<file path="src/rtl/mem_arbiter_pkg.sv">
// Shared types for the memory-port arbiter: FSM state, request owner,
// access-size encodings and the packed request payload carried to memory.
package mem_arbiter_pkg;

  localparam int unsigned ADDR_W = 32;
  localparam int unsigned DATA_W = 32;
  localparam int unsigned SIZE_W = 2;
  localparam int unsigned STRB_W = 4;

  // Access size encodings used on d_size / m_size
  localparam logic [SIZE_W-1:0] SIZE_BYTE = 2'd0;
  localparam logic [SIZE_W-1:0] SIZE_HALF = 2'd1;
  localparam logic [SIZE_W-1:0] SIZE_WORD = 2'd2;

  typedef enum logic [1:0] {
    IDLE = 2'd0,
    REQ  = 2'd1,
    WAIT = 2'd2,
    RESP = 2'd3
  } arb_state_e;

  typedef enum logic {
    OWNER_I = 1'b0,
    OWNER_D = 1'b1
  } arb_owner_e;

  // Request payload as presented on the memory side
  typedef struct packed {
    logic [ADDR_W-1:0] addr;
    logic [SIZE_W-1:0] size;
    logic [STRB_W-1:0] strobe;
    logic [DATA_W-1:0] wdata;
  } mem_req_t;

  // Instruction fetches are always full-word reads
  function automatic mem_req_t fetch_req(input logic [ADDR_W-1:0] addr);
    mem_req_t r;
    r.addr   = addr;
    r.size   = SIZE_WORD;
    r.strobe = '0;
    r.wdata  = '0;
    return r;
  endfunction

endpackage

</file>
<file path="src/rtl/mem_arbiter_select.sv">
// Grant selection between the fetch (I) and data (D) requesters.
// Ports:
//   i_valid, d_valid : pending requests
//   last_grant       : owner of the previous grant (1 = D)
//   grant            : some request can be granted
//   owner            : chosen side (1 = D)
module mem_arbiter_select
  import mem_arbiter_pkg::*;
#(
  parameter int unsigned ROUND_ROBIN = 0
) (
  input  logic i_valid,
  input  logic d_valid,
  input  logic last_grant,
  output logic grant,
  output logic owner
);

  // A tie goes to D in fixed-priority mode, else to the side not granted last
  always_comb begin
    grant = i_valid | d_valid;
    owner = OWNER_I;
    if (d_valid && !i_valid) begin
      owner = OWNER_D;
    end else if (d_valid && i_valid) begin
      if (ROUND_ROBIN == 0) begin
        owner = OWNER_D;
      end else begin
        owner = (last_grant == OWNER_D) ? OWNER_I : OWNER_D;
      end
    end
  end

endmodule

</file>
<file path="src/rtl/mem_arbiter.sv">
// Shares one memory request port between instruction fetch and data access.
// One transaction in flight; the owner gets a one-cycle *_data_ok pulse.
// Ports:
//   clk, resetn                      : clock, synchronous active-low reset
//   i_valid/i_addr                   : fetch request (held until i_data_ok)
//   i_data_ok/i_data                 : fetch completion pulse and word
//   d_valid/d_addr/d_size/d_strobe/d_wdata : data request (held until d_data_ok)
//   d_data_ok/d_data                 : data completion pulse and read data
//   m_req_valid/m_req_ready          : memory request handshake
//   m_addr/m_size/m_strobe/m_wdata   : registered granted request
//   m_resp_valid/m_rdata             : memory response
module mem_arbiter
  import mem_arbiter_pkg::*;
#(
  parameter int unsigned ROUND_ROBIN = 0
) (
  input  logic        clk,
  input  logic        resetn,
  input  logic        i_valid,
  input  logic [31:0] i_addr,
  output logic        i_data_ok,
  output logic [31:0] i_data,
  input  logic        d_valid,
  input  logic [31:0] d_addr,
  input  logic [1:0]  d_size,
  input  logic [3:0]  d_strobe,
  input  logic [31:0] d_wdata,
  output logic        d_data_ok,
  output logic [31:0] d_data,
  output logic        m_req_valid,
  input  logic        m_req_ready,
  output logic [31:0] m_addr,
  output logic [1:0]  m_size,
  output logic [3:0]  m_strobe,
  output logic [31:0] m_wdata,
  input  logic        m_resp_valid,
  input  logic [31:0] m_rdata
);

  arb_state_e  state_q;
  arb_owner_e  owner_q;
  arb_owner_e  last_grant_q;
  mem_req_t    req_q;
  logic [31:0] resp_q;

  mem_req_t    i_req;
  mem_req_t    d_req;
  logic        sel_grant;
  logic        sel_owner;
  logic        last_grant_d;

  assign i_req        = fetch_req(i_addr);
  assign d_req        = '{addr: d_addr, size: d_size, strobe: d_strobe, wdata: d_wdata};
  assign last_grant_d = (last_grant_q == OWNER_D);

  mem_arbiter_select #(
    .ROUND_ROBIN (ROUND_ROBIN)
  ) u_select (
    .i_valid    (i_valid),
    .d_valid    (d_valid),
    .last_grant (last_grant_d),
    .grant      (sel_grant),
    .owner      (sel_owner)
  );

  // Arbitration FSM; every output below is a flop or a flop-held register
  always_ff @(posedge clk) begin
    if (!resetn) begin
      state_q      <= IDLE;
      owner_q      <= OWNER_I;
      last_grant_q <= OWNER_I;
      req_q        <= '0;
      resp_q       <= '0;
      m_req_valid  <= 1'b0;
      i_data_ok    <= 1'b0;
      d_data_ok    <= 1'b0;
    end else begin
      i_data_ok <= 1'b0;
      d_data_ok <= 1'b0;
      unique case (state_q)
        IDLE: begin
          if (sel_grant) begin
            req_q        <= sel_owner ? d_req : i_req;
            owner_q      <= arb_owner_e'(sel_owner);
            last_grant_q <= arb_owner_e'(sel_owner);
            m_req_valid  <= 1'b1;
            state_q      <= REQ;
          end
        end
        REQ: begin
          // Responses are not expected before acceptance and are dropped here
          if (m_req_ready) begin
            m_req_valid <= 1'b0;
            state_q     <= WAIT;
          end
        end
        WAIT: begin
          if (m_resp_valid) begin
            resp_q  <= m_rdata;
            state_q <= RESP;
            if (owner_q == OWNER_D) begin
              d_data_ok <= 1'b1;
            end else begin
              i_data_ok <= 1'b1;
            end
          end
        end
        RESP: begin
          // data_ok is high for this single cycle; requester drops valid after
          state_q <= IDLE;
        end
        default: begin
          state_q <= IDLE;
        end
      endcase
    end
  end

  assign m_addr   = req_q.addr;
  assign m_size   = req_q.size;
  assign m_strobe = req_q.strobe;
  assign m_wdata  = req_q.wdata;

  // Both data outputs show the response register; data_ok tells the owner
  assign i_data = resp_q;
  assign d_data = resp_q;

endmodule

</file>
<file path="config.mk">
export PLATFORM = sky130hd
export DESIGN_NAME = mem_arbiter
export DESIGN_NICKNAME = d
export VERILOG_FILES = /design/src/rtl/mem_arbiter_pkg.sv /design/src/rtl/mem_arbiter_select.sv /design/src/rtl/mem_arbiter.sv
export SDC_FILE = /design/constraint.sdc
export NUM_CORES = 1
export LEC_CHECK = 0
export ABC_AREA = 1
export CORE_ASPECT_RATIO = 1.75
export CORE_MARGIN = 1.5
export CORE_UTILIZATION = 41
export CTS_BUF_LIST = sky130_fd_sc_hd__clkbuf_8
export DETAILED_ROUTE_END_ITERATION = 16
export GPL_TIMING_DRIVEN = 0
export HOLD_SLACK_MARGIN = 0.03
export PLACE_DENSITY_LB_ADDON = 0.3
export SLEW_MARGIN = 20
export SYNTH_ARGS = -nofsm -noshare
export SYNTH_HDL_FRONTEND = slang
export SYNTH_SLANG_ARGS = --single-unit
</file>
<file path="constraint.sdc">
create_clock -name clk -period 2.2 [get_ports clk]
set_clock_uncertainty 0.05 [all_clocks]
set_input_delay 0.22 -clock clk [delete_from_list [all_inputs] [get_ports clk]]
set_output_delay 0.22 -clock clk [all_outputs]
set_load 0.05 [all_outputs]
</file>
==> results_dict.tcl <==
set metrics [dict create \
    ys.flop_type "dfxtp_1" \
    timing_worst_setup_path_type "reg -> out" \
    ctsHtreeMaxLevel 3 \
    setup_tns_ps 0 \
    seq_pwr_share 0.290 \
    setup.worst_path.end_class "output port" \
    min_period_ps 1940 \
    final_nets 1053 \
    max_cap_check_violation_count 0 \
    grt.total_usage 0.251 \
    min-delay-path-class "in -> reg" \
    routedWlPerCell_um 13.8 \
    drt_wl_total_mm 14.4 \
    die_height_um 142 \
    number_of_failing_hold_endpoints_at_the_final_stage 0 \
    share_clk_of_total_power 0.157 \
    critical_path_arrival_ps 1670 \
    postSynth.asyncResetShare 0 \
    p_leak_nw 3.20 \
    design_area_um2 7700 \
    port-buffer-count 276 \
    post-dp-hpwl_mm 11.6 \
    postSynthCellCount 622 \
    routability_driven_placement_congestion_ratio 0.816 \
    timing.critical_path.slowest_cell_delay_ps 790 \
    worstSkewPairLatency_ps 370 \
    design.die.area_um2 11700 \
    area_delta_synth_final_pct 70.1 \
    timing.final.setup_violations 0 \
    detail_route.first_pass.iterations 6 \
    slew_violations 0 \
    finalWorstSetupSlack_ps 262 \
    detail_route.vias_per_cell 4.66 \
    post_cts_buffers 0 \
    synth_cell_type_count 21 \
    outcome "complete, no violations" \
    finalCritPeriodShare 0.881 \
    core_um2 10700 \
    critPathLaunchType "flop" \
    post_cts_resized 0 \
    utilization 0.720 \
    netlist_top_cells_area "dfxtp_1 48%, nor2_1 11%, o21ai_0 10%" \
    worst-endpoint-required_ps 1930 \
    maxSlewHeadroom 0.623 \
    p_per_area_nw_per_um2 1210 \
    route.antenna.remaining_nets 0 \
    netSwitchingFraction 0.461 \
    syn_area_per_cell_um2 7.28 \
    worst_ir_drop_vdd_mv 0.713 \
    numCtsBuffers 9 \
    largest_net_degree_at_the_start_of_global_routing 19 \
    sequential_area_share_after_synthesis 0.477 \
    synth.top_cell.area_share 0.477 \
    dp_worst_setup_slack_ps 302 \
    floorplan.die.width_um 82.4 \
    timing.critical_path.cells "buf_4 -> clkdlybuf4s50_1" \
    diodes 0 \
    n_fill_cell 861 \
    synth.yosys.warnings 0 \
    drt_iter0_drc 125 \
    mappedNetlistArea_um2 4530 \
    first_global_vias 4756 \
    number_of_enable_type_register_cells_in_the_synthesized_netlist 0 \
    grt_overflow 0 \
    slowest_stage "clkdlybuf4s50_1" \
    cts-root-buf "clkbuf_8" \
    num_vias 4866 \
    internal_power_w 0.00501 \
    yosysTopAreaCell "dfxtp_1" \
    clkSinkCount 108 \
    drt_drc_violations_left 0 \
    layout-drive-gt1-share 0.0842 \
    postSynthNetCount 766 \
    max_freq_mhz 516 \
    worstMarginPinSlew_ps 563 \
    switchingPower_w 0.00429 \
    clkTransAtPathRegs_ps 110 \
    worst-path-max-fanout 3 \
    first_pass_grt_wire_length_mm 22.4 \
    power.total_w 0.00930 \
    top_level_ports 277 \
    max-clock-path-buffers 2 \
    layout.cells.most_common "clkdlybuf4s50_1" \
    placed_area_um2 7450 \
    antenna_violations_before_repair 0 \
    initial_util 0.423 \
    mostFrequentLayoutCells "276 x clkdlybuf4s50_1, 138 x nor2_1, 117 x nand2_1, 108 x dfxtp_1, 94 x o21ai_0" \
    ys_seq_elements 108 \
    power.share.combinational 0.553 \
    cts_hold_repair.buffers 0 \
    setup_repair_after_global_routing_missed_its_margin "false" \
    tritoncts_clock_tree "yes" \
    row_count 50 \
]
-- per-stage QoR --
stage,instances,hold WS (ps)
finish,1044,336
detailed placement,1028,390
CTS,1044,324
global route,1044,343
global placement,1028,391
floorplan,622,317
-- per-layer routing --
layer  track usage  share of wire  up-vias
met2         0.460           0.53      214
met1         0.234           0.33     2129
met5             0              0        -
met4         0.136          0.038        0
li1              -              -     2485
met3        0.0821           0.11       38
-- power groups by stage --
stage	registers, W	clock network [W]	logic [W]
floorplan	0.00425	0	0.00190
global placement	0.00272	0	0.00512
detailed placement	0.00274	0	0.00517
CTS	0.00270	0.00149	0.00519
global route	0.00275	0.00156	0.00552
finish	0.00270	0.00146	0.00514
-- final timing paths --
kind                            from                       end  slack (ps)  cells after the start
min                      d_wdata[13]  m_wdata[13]$_SDFFE_PN0P_         340                      3
max reg2reg  state_q[0]$_SDFFE_PN0P_    d_data[4]$_SDFFE_PN0P_         490                      6
min reg2reg     owner_q$_SDFFE_PN0P_      i_data_ok$_SDFF_PN0_         390                      1
max          d_data[12]$_SDFFE_PN0P_                i_data[12]         260                      2
-- cells in the mapped netlist, types with 2 or more instances --
cell	number
buf_2	10
buf_6	6
a21oi_1	39
clkbuf_1	14
nor2_1	138
inv_2	2
inv_1	40
o21ai_1	3
dfxtp_1	108
buf_4	38
ha_1	4
nand2_1	117
nand4_1	2
o21ai_0	94
-- sequential cells by signal, indices dropped and copies added (netlist names) --
name and count:
d_data 32, m_addr 32, m_strobe 4, m_req_valid 1, m_wdata 32, m_size 2, i_data_ok 1, d_data_ok 1
owner_q 1, state_q 2
-- cell type report --
class,instances,area (um^2),area share
Clock inverter,7,124,0.0161
Sequential cell,108,2160,0.281
Tap cell,130,163,0.0211
Timing Repair Buffer,276,2760,0.359
Clock buffer,9,124,0.0161
Multi-Input combinational cell,402,1740,0.226
Buffer,69,460,0.0598
Inverter,43,164,0.0213
-- critical path, delay by kind of cell (launching register included) --
family | cells | cell delay (ps)
DFF | 1 | 400
buffers and inverters | 2 | 910
-- kinds of logic after synthesis --
| group | synth area share |
|---|---|
| buffers and inverters | 0.138 |
| adders and majority gates | 0.0111 |
| and+or+nand+nor | 0.223 |
| AOI/OAI and AO/OA | 0.150 |
| DFF | 0.477 |
(Power assumes the default switching activity.)
